==> config.mk <==
export PLATFORM = sky130hd
export DESIGN_NAME = mult_div_unit
export DESIGN_NICKNAME = d
export VERILOG_FILES = /design/src/rtl/mult_div_unit.sv
export SDC_FILE = /design/constraint.sdc
export NUM_CORES = 1
export LEC_CHECK = 0
export BUFFER_PORTS_ARGS = -buffer_cell sky130_fd_sc_hd__buf_4
export CORE_MARGIN = 2
export CORE_UTILIZATION = 40
export CTS_CLUSTER_DIAMETER = 40
export DETAILED_ROUTE_END_ITERATION = 8
export SLEW_MARGIN = 10
export SYNTH_ARGS = -nofsm -noshare
export SYNTH_HDL_FRONTEND = slang
export SYNTH_SLANG_ARGS = --single-unit
==> constraint.sdc <==
create_clock -name clock -period 6.5 [get_ports clock]
set_clock_uncertainty 0.15 [all_clocks]
set_input_delay 0.65 -clock clock [delete_from_list [all_inputs] [get_ports clock]]
set_output_delay 0.65 -clock clock [all_outputs]
set_load 0.02 [all_outputs]
==> src/rtl/mult_div_unit.sv <==
// Iterative 32-bit multiply/divide unit (mult, multu, div, divu) holding the HI/LO results.
// Shift-add multiply and restoring divide, one bit per cycle, with a final sign-fix cycle.
module mult_div_unit #(
  parameter int ITER = 32
) (
  input  logic        clock,
  input  logic        reset,
  input  logic        start,
  input  logic [1:0]  op,
  input  logic [31:0] a_in,
  input  logic [31:0] b_in,
  output logic        busy,
  output logic        done,
  output logic        div_zero,
  output logic [31:0] hi,
  output logic [31:0] lo
);

  // state | meaning
  // IDLE  | waiting for start   RUN | one bit per cycle   FIX | sign fix, write HI/LO   DONE | done pulse
  localparam logic [1:0] S_IDLE = 2'd0;
  localparam logic [1:0] S_RUN  = 2'd1;
  localparam logic [1:0] S_FIX  = 2'd2;
  localparam logic [1:0] S_DONE = 2'd3;

  localparam int CW = $clog2(ITER + 1);
  localparam logic [CW-1:0] ITER_LOAD = CW'(ITER);
  localparam logic [CW-1:0] CNT_LAST  = CW'(1);

  logic [1:0]    state;
  logic [CW-1:0] cnt;
  logic          is_div;
  logic          neg_q;
  logic          neg_r;
  logic          zero_flag;
  logic [31:0]   a_lat;
  logic [31:0]   opnd;
  logic [63:0]   work;

  logic          signed_op;
  logic          a_neg;
  logic          b_neg;
  logic [31:0]   a_mag;
  logic [31:0]   b_mag;
  logic [32:0]   sum33;
  logic [63:0]   mul_next;
  logic [32:0]   rem33;
  logic          fits;
  logic [63:0]   div_next;
  logic [63:0]   prod_fix;
  logic [31:0]   quot_fix;
  logic [31:0]   rem_fix;

  always_comb begin
    signed_op = ~op[0];
    a_neg     = signed_op & a_in[31];
    b_neg     = signed_op & b_in[31];
    a_mag     = a_neg ? -a_in : a_in;
    b_mag     = b_neg ? -b_in : b_in;

    // multiply: work = {acc, multiplier}, multiplicand in opnd
    sum33    = {1'b0, work[63:32]} + (work[0] ? {1'b0, opnd} : 33'd0);
    mul_next = {sum33, work[31:1]};

    // divide: work = {rem, quot}; rem needs 33 bits after the shift
    rem33    = {work[63:32], work[31]};
    fits     = rem33 >= {1'b0, opnd};
    div_next = fits ? {rem33[31:0] - opnd, work[30:0], 1'b1}
                    : {rem33[31:0], work[30:0], 1'b0};

    prod_fix = neg_q ? -work : work;
    quot_fix = neg_q ? -work[31:0] : work[31:0];
    rem_fix  = neg_r ? -work[63:32] : work[63:32];
  end

  always_ff @(posedge clock or posedge reset) begin
    if (reset) begin
      state     <= S_IDLE;
      cnt       <= '0;
      is_div    <= 1'b0;
      neg_q     <= 1'b0;
      neg_r     <= 1'b0;
      zero_flag <= 1'b0;
      a_lat     <= '0;
      opnd      <= '0;
      work      <= '0;
      div_zero  <= 1'b0;
      hi        <= '0;
      lo        <= '0;
    end else begin
      case (state)
        S_IDLE: begin
          if (start) begin
            is_div   <= op[1];
            neg_q    <= a_neg ^ b_neg;
            neg_r    <= a_neg;
            a_lat    <= a_in;
            opnd     <= b_mag;
            work     <= {32'd0, a_mag};
            cnt      <= ITER_LOAD;
            div_zero <= 1'b0;
            if (op[1] && (b_in == 32'd0)) begin
              zero_flag <= 1'b1;
              state     <= S_FIX;
            end else begin
              zero_flag <= 1'b0;
              state     <= S_RUN;
            end
          end
        end
        S_RUN: begin
          work <= is_div ? div_next : mul_next;
          cnt  <= cnt - CNT_LAST;
          if (cnt == CNT_LAST) state <= S_FIX;
        end
        S_FIX: begin
          if (zero_flag) begin
            hi       <= a_lat;
            lo       <= 32'hFFFF_FFFF;
            div_zero <= 1'b1;
          end else if (is_div) begin
            hi <= rem_fix;
            lo <= quot_fix;
          end else begin
            hi <= prod_fix[63:32];
            lo <= prod_fix[31:0];
          end
          state <= S_DONE;
        end
        S_DONE:  state <= S_IDLE;
        default: state <= S_IDLE;
      endcase
    end
  end

  assign busy = (state == S_RUN) || (state == S_FIX);
  assign done = (state == S_DONE);

endmodule

==> insert_results.sql, run 1 <==
INSERT INTO impl_metrics (metric_group, metric, value, unit) VALUES
('run_status', 'outcome', 'finished clean', ''),
('critical_path', 'worst-endpoint-arrival', '4.95', 'ns'),
('clock_tree', 'htree_levels', '2', ''),
('power', 'share_clk_of_total_power', '0.188', ''),
('clock_tree', 'clock_latency', '0.56', 'ns'),
('power', 'comb_power_share', '0.563', ''),
('floorplanning', 'die_width', '199', 'µm'),
('clock_tree', 'cts.sinks', '205', ''),
('critical_path', 'crit_path_cell_trace', 'inv_1, nor2_1, ha_1, a21oi_1, nand3b_1, o21ai_0, a21oi_1, o21ai_0, a21oi_1, a41oi_1, o21ai_0, xnor2_1, a221oi_1', ''),
('power', 'power_leakage', '0.00796', 'µW'),
('clock_tree', 'post_cts.repair.setup_buffers', '0', ''),
('yosys', 'ys_async_sr_fraction', '1.00', ''),
('critical_path', 'crit_path_max_incr_delay', '0.84', 'ns'),
('layout', 'net_count_of_the_finished_layout', '2122', ''),
('yosys', 'synth_nets', '2035', ''),
('power', 'pwr-share-seq', '0.249', ''),
('global_route', 'overflow_after_grt', '0', ''),
('routing', 'vias', '14200', ''),
('yosys', 'number_of_synthesized_flops_with_an_enable_pin', '0', ''),
('yosys', 'yosys_register_bits', '205', ''),
('clock_tree', 'cts-resized-gates', '0', ''),
('layout', 'filler_cell_count', '3709', ''),
('yosys', 'yosys_most_used_dff', 'dfrtp_1', ''),
('global_route', 'via_count_of_the_first_global_routing_pass', '13800', ''),
('sta', 'final-setup-viol-count', '0', ''),
('floorplanning', 'design.die.area', '39800', 'µm²'),
('clock_tree', 'post_cts_hold_buffer_count', '0', ''),
('routing', 'detail_route.wl_per_cell', '19.4', 'µm'),
('critical_path', 'cp-end-kind', 'flop', ''),
('worst_hold_path', 'hp-class', 'in -> async', ''),
('floorplanning', 'die-height', '199', 'µm'),
('yosys', 'synthesis.yosys.warnings', '0', ''),
('placement', 'gpl.final_weighted_congestion', '0.936', ''),
('routing', 'drt_pre_antenna_iters', '5', ''),
('sta', 'transition_at_the_pin_with_the_smallest_max_transition_slack', '1.25', 'ns'),
('sta', 'highest_attainable_clock_frequency', '215', 'MHz'),
('routing', 'drt_wl_total', '48800', 'µm'),
('sta', 'timing.final.hold_violations', '0', ''),
('power', 'netSwitchingFraction', '0.480', ''),
('layout', 'register_area', '5130', 'µm²'),
('run', 'drv.max_cap_violation_count', '0', ''),
('layout', 'layout.core_utilization', '0.478', ''),
('layout', 'multi_input_area', '9520', 'µm²'),
('placement', 'place.port_buffers', '135', ''),
('sta', 'timing.final.crit_share', '0.716', ''),
('yosys', 'seq_area_frac_synth', '0.336', ''),
('layout', 'layout_common_cells', 'nand2_1, o21ai_0, dfrtp_1', ''),
('power', 'vdd_drop_max', '251', 'µV'),
('sta', 'final.min_clock_period', '4.66', 'ns'),
('critical_path', 'slowest_stage', 'inv_1', ''),
('clock_tree', 'ctsLongestPathBuffers', '3', ''),
('critical_path', 'nature_of_the_critical_path_startpoint', 'flop', ''),
('sta', 'slew_violations', '0', ''),
('floorplanning', 'placeableCoreArea', '37700', 'µm²'),
('global_route', 'grt_pass1_wl', '77200', 'µm'),
('layout', 'area_delta_synth_final', '17.8', '%'),
('critical_path', 'worst-path-max-fanout', '31', ''),
('floorplanning', 'starting_utilization_of_the_core_area', '0.406', ''),
('clock_tree', 'clock_pin_slew_on_the_worst_setup_and_hold_paths', '0.06', 'ns'),
('power', 'cellPowerDensity', '584', 'nW/µm²'),
('global_route', 'grt_start_max_net_pins', '120', ''),
('clock_tree', 'tritoncts', 'yes', ''),
('power', 'cell_internal_pwr', '5470', 'µW'),
('yosys', 'postSynthCellCount', '1890', ''),
('yosys', 'syn_area_per_cell', '8.09', 'µm²'),
('layout', 'post_route_cells_drive_above_1_share', '0.144', ''),
('floorplanning', 'placementRows', '71', ''),
('clock_tree', 'number_of_buffers_added_by_the_clock_tree_synthesis_step', '40', ''),
('floorplanning', 'boundaryPins', '136', ''),
('critical_path', 'critPathKind', 'reg -> reg', ''),
('yosys', 'netlist-cell-type-count', '72', '');
[flip-flops by register name (all words and copies together) (netlist names)]
register and count:
work 64, a_lat 32, hi 32, lo 32
opnd 32, cnt 6, state 2, div_zero 1
is_div 1, neg_q 1, neg_r 1, zero_flag 1
[kinds of logic after synthesis]
logic type / share of synthesized area
adder cells (fa/ha/maj): 0.0632
AND/OR/NAND/NOR: 0.179
flip-flops: 0.336
AO/OA/AOI/OAI: 0.224
buffers and inverters: 0.0453
multiplexers: 0.0517
XOR/XNOR: 0.101
[final cells by class]
| class | instances | share of cell area |
|---|---|---|
| multi-input combinational | 1505 | 0.529 |
| clock inverter | 23 | 0.0106 |
| clock buffer | 49 | 0.0614 |
| inverter | 75 | 0.0161 |
| tap | 511 | 0.0355 |
| timing repair buffer | 150 | 0.0626 |
| sequential | 205 | 0.285 |
[power by group through the flow]
stage	clock network, µW	logic, µW	registers [µW]
floorplan	0	4140	2530
global placement	0	5800	2600
detailed placement	0	5870	2620
CTS	2010	5900	2610
global route	2070	6600	2700
finish	1980	5920	2610
[per-stage QoR]
| step | instances | worst slack [ns] | area [µm²] |
|---|---|---|---|
| global route | 2518 | 1.52 | 18000 |
| detailed placement | 2446 | 1.98 | 16700 |
| CTS | 2518 | 1.94 | 18000 |
| floorplan | 1890 | 0.104 | 15300 |
| global placement | 2446 | 2.19 | 16700 |
| finish | 2518 | 1.84 | 18000 |
[final timing paths]
check / startpoint / slack (ns) / to
min in group clock: op[1] / 0.20 / is_div
max reg2reg: work[0] / 1.84 / work[60]
min: reset / 0.1 / work[37]
max: work[0] / 1.84 / work[60]
max in group asynchronous: reset / 4.69 / is_div
min reg2reg: opnd[30] / 0.32 / opnd[30]
[critical path: cells and delay by family, from the launching register on]
kind | cells | cell delay (ns)
AOI/OAI and AO/OA | 8 | 2.24
DFF | 1 | 0.45
adders and majority gates | 1 | 0.41
buffers and inverters | 1 | 0.84
xor gates and xnor gates | 1 | 0.15
and+or+nand+nor | 2 | 0.27
[Yosys cell counts (3+ instances only)]
master,instances,area [µm²]
nor3b_1,3,22.5
nand3b_1,6,45.0
a21oi_1,176,881
inv_1,75,282
nor3_1,27,135
nand2_1,224,841
o211ai_1,8,60.1
and3_1,6,37.5
a22oi_1,3,22.5
nand3_1,27,135
and2_1,9,56.3
nand4_1,11,68.8
a21o_1,34,255
o31a_1,3,26.3
o22ai_1,15,93.8
o41ai_1,12,105
nand2b_1,18,113
xnor2_1,105,920
a31oi_1,10,62.6
o22a_1,10,87.6
a2111oi_0,3,26.3
or2_2,5,31.3
dfrtp_1,205,5130
nor2_1,200,751
o21ai_0,221,1110
mux2i_1,34,340
xor2_1,71,622
clkbuf_1,87,327
ha_1,74,926
a211oi_1,9,67.6
nor2b_1,10,62.6
o21a_1,6,45.0
a211o_1,4,35.0
or3_1,14,87.6
nor4_1,16,100
a311oi_1,4,35.0
mux2_2,40,450
a221oi_1,4,35.0
o221ai_1,19,166
o31ai_1,18,135
buf_1,14,52.6
o21bai_1,7,52.6
or4_1,4,30.0
[routing by layer]
metal,vias to the layer above,track usage,share of wire
met4,2,0.0705,0.023
met1,6835,0.339,0.45
met3,85,0.0392,0.055
met5,-,0,0.00027
li1,6856,-,-
met2,417,0.406,0.47
(Power assumes the default switching activity.)
==> run 2: changes to the inputs <==
- clock period: 6.5 -> 4.2 ns (I/O delays scaled with it)
==> run 2 against run 1 <==
Largest power group unchanged; combinational power up 61%; sequential cell count unchanged; critical endpoint unchanged; final area up 3.7%; sequential power up 50%; setup slack worse by 1.4 ns; first-iteration DRC count down 5.5%; critical path type unchanged; clock-buffer cell count up 2.
==> insert_results.sql, run 2 (synthesis gave the netlist of run 1 again) <==
INSERT INTO impl_metrics (metric_group, metric, value, unit) VALUES
('sta', 'timing.final.crit_share', '0.899', ''),
('sta', 'highest_attainable_clock_frequency', '265', 'MHz'),
('placement', 'dpl.hpwl', '36800', 'µm'),
('power', 'pwr-share-seq', '0.233', ''),
('power', 'share_clk_of_total_power', '0.204', ''),
('clock_tree', 'clock_pin_slew_on_the_worst_setup_and_hold_paths', '0.05', 'ns'),
('sta', 'slew_violations', '0', ''),
('routing', 'drt_iter0_drc', '1022', ''),
('routing', 'detail_route.wl_per_cell', '19.0', 'µm'),
('critical_path', 'ff2ff_setup_slack', '0.42', 'ns'),
('placement', 'gpl.final_weighted_congestion', '0.936', ''),
('clock_tree', 'tritoncts', 'yes', ''),
('global_route', 'via_count_of_the_first_global_routing_pass', '14000', ''),
('critical_path', 'critPathKind', 'reg -> reg', ''),
('clock_tree', 'ctsLongestPathBuffers', '3', ''),
('sta', 'timing.final.hold_violations', '0', ''),
('global_route', 'grt_pass1_wl', '77400', 'µm'),
('global_route', 'grt_use_total', '0.250', ''),
('power', 'cell_internal_pwr', '8980', 'µW'),
('layout', 'registers.top_by_ff_count', 'work', ''),
('floorplanning', 'die-height', '199', 'µm'),
('layout', 'final_common_cell', 'nand2_1', ''),
('routing', 'vias', '14300', ''),
('floorplanning', 'die_width', '199', 'µm'),
('routing', 'drt_pre_antenna_iters', '6', ''),
('routing', 'detail_route.vias_per_cell', '5.55', ''),
('run_status', 'outcome', 'finished clean', ''),
('global_route', 'grt_start_max_net_pins', '72', ''),
('floorplanning', 'starting_utilization_of_the_core_area', '0.406', ''),
('clock_tree', 'clock_latency', '0.57', 'ns'),
('layout', 'net_count_of_the_finished_layout', '2177', ''),
('sta', 'final.min_clock_period', '3.78', 'ns'),
('critical_path', 'nature_of_the_critical_path_startpoint', 'flop', ''),
('power', 'vdd_drop_max', '385', 'µV'),
('layout', 'largest_reg_flops', '64', ''),
('sta', 'final-setup-viol-count', '0', ''),
('critical_path', 'cp_data_required_time', '4.50', 'ns'),
('routing', 'detail_route.drc_violations', '0', ''),
('floorplanning', 'design.die.area', '39800', 'µm²'),
('global_route', 'overflow_after_grt', '0', ''),
('layout', 'layout_common_cells', 'nand2_1, o21ai_0, dfrtp_1', ''),
('global_route', 'grt_antenna_before_repair', '0', ''),
('critical_path', 'crit_path_cell_trace', 'clkinvlp_4, nor2_1, ha_1, a21oi_1, nand3b_1, o21ai_0, a21oi_1, o21ai_0, a21oi_1, a41oi_2, o21ai_0, xnor2_1, a221oi_1', ''),
('clock_tree', 'ctsRootBufferMaster', 'clkbuf_16', ''),
('layout', 'number_of_diodes_added_for_antenna_fixing', '0', ''),
('routing', 'drtAntennaViolNets', '0', ''),
('sta', 'setup_slack', '0.425', 'ns'),
('floorplanning', 'boundaryPins', '136', ''),
('sta', 'transition_at_the_pin_with_the_smallest_max_transition_slack', '1.10', 'ns'),
('worst_hold_path', 'hp-class', 'in -> reg', ''),
('sta', 'worst_hold_slack', '0.0217', 'ns'),
('power', 'netSwitchingFraction', '0.468', ''),
('clock_tree', 'post_cts.repair.setup_buffers', '0', ''),
('sta', 'grt_setup_unrepaired', 'no', ''),
('clock_tree', 'htree_levels', '2', ''),
('critical_path', 'cp-end-kind', 'flop', ''),
('critical_path', 'worst-path-max-fanout', '12', ''),
('routing', 'drt_wl_total', '49100', 'µm'),
('power', 'power_leakage', '0.00827', 'µW'),
('power', 'netSwitchingPower', '7900', 'µW'),
('layout', 'post_route_cells_drive_above_1_share', '0.153', ''),
('power', 'cellPowerDensity', '904', 'nW/µm²'),
('critical_path', 'worst-endpoint-arrival', '4.07', 'ns'),
('sta', 'accumulated_negative_setup_slack', '0', 'ns'),
('placement', 'place.port_buffers', '135', ''),
('critical_path', 'crit_path_max_incr_delay', '0.38', 'ns'),
('layout', 'area_delta_synth_final', '22.1', '%'),
('placement', 'placement.setup.worst_slack', '0.333', 'ns'),
('clock_tree', 'cts.sinks', '205', ''),
('clock_tree', 'number_of_buffers_added_by_the_clock_tree_synthesis_step', '41', ''),
('sta', 'relSlewSlack', '0.263', ''),
('floorplanning', 'placementRows', '71', ''),
('critical_path', 'slowest_stage', 'dfrtp_1', ''),
('floorplanning', 'placeableCoreArea', '37700', 'µm²'),
('run', 'drv.max_cap_violation_count', '0', ''),
('power', 'comb_power_share', '0.563', '');
-- run 2: repair_timing --
action,4_1_cts,5_1_grt
resized for setup,0,2
hold buffers,29,0
hold endpoints to repair,55,0
endpoints found under the setup margin,0,2
-- run 2: area by class of cell --
type	count	area, µm²
inverters	75	289
fillers	3710	19000
multi-input cells	1505	9510
clock inverters	25	344
flip-flops and latches	205	5130
repair buffers	204	1640
clock buffers	51	1100
well taps	511	639
-- run 2: power by group through the flow --
stage | Combinational [µW] | Clock [µW] | Sequential [µW]
after floorplan | 6410 | 0 | 3920
after global placement | 9310 | 0 | 3900
after detailed placement | 9390 | 0 | 3940
after CTS | 9480 | 3510 | 3910
after global routing | 10500 | 3600 | 4050
final | 9510 | 3440 | 3920
-- run 2: through the flow --
step                      std cells  total power (µW)  utilization  cell area (µm²)
after global routing           2576             18200        0.495            18700
final                          2576             16900        0.495            18700
after detailed placement       2471             13300        0.449            16900
after floorplan                1890             10300            -            15300
after CTS                      2576             16900        0.495            18700
after global placement         2471             13200        0.449            16900
-- run 2: per-layer routing --
| layer | track usage | part of all wire | vias up |
|---|---|---|---|
| li1 | - | - | 6981 |
| met1 | 0.338 | 0.46 | 6829 |
| met2 | 0.403 | 0.46 | 387 |
| met3 | 0.0447 | 0.053 | 90 |
| met4 | 0.0845 | 0.030 | 0 |
| met5 | 0 | 0 | - |
-- run 2: worst max-delay path: cells and delay by family, from the launching register on --
kind / cells / cell delay [ns]
AOI/OAI and AO/OA: 8 / 2.09
xor gates and xnor gates: 1 / 0.14
adders and majority gates: 1 / 0.31
buffers and inverters: 1 / 0.25
DFF: 1 / 0.38
and+or+nand+nor: 2 / 0.31
-- run 2: worst paths after layout --
check	start	end	depth (start not counted)
setup / recovery	work[0]	work[60]	13
hold / removal	a_in[29]	a_lat[29]	2
min in group asynchronous	reset	work[20]	3
hold reg to reg	opnd[27]	opnd[27]	2
setup reg to reg	work[0]	work[60]	13
max in group asynchronous	reset	zero_flag	4
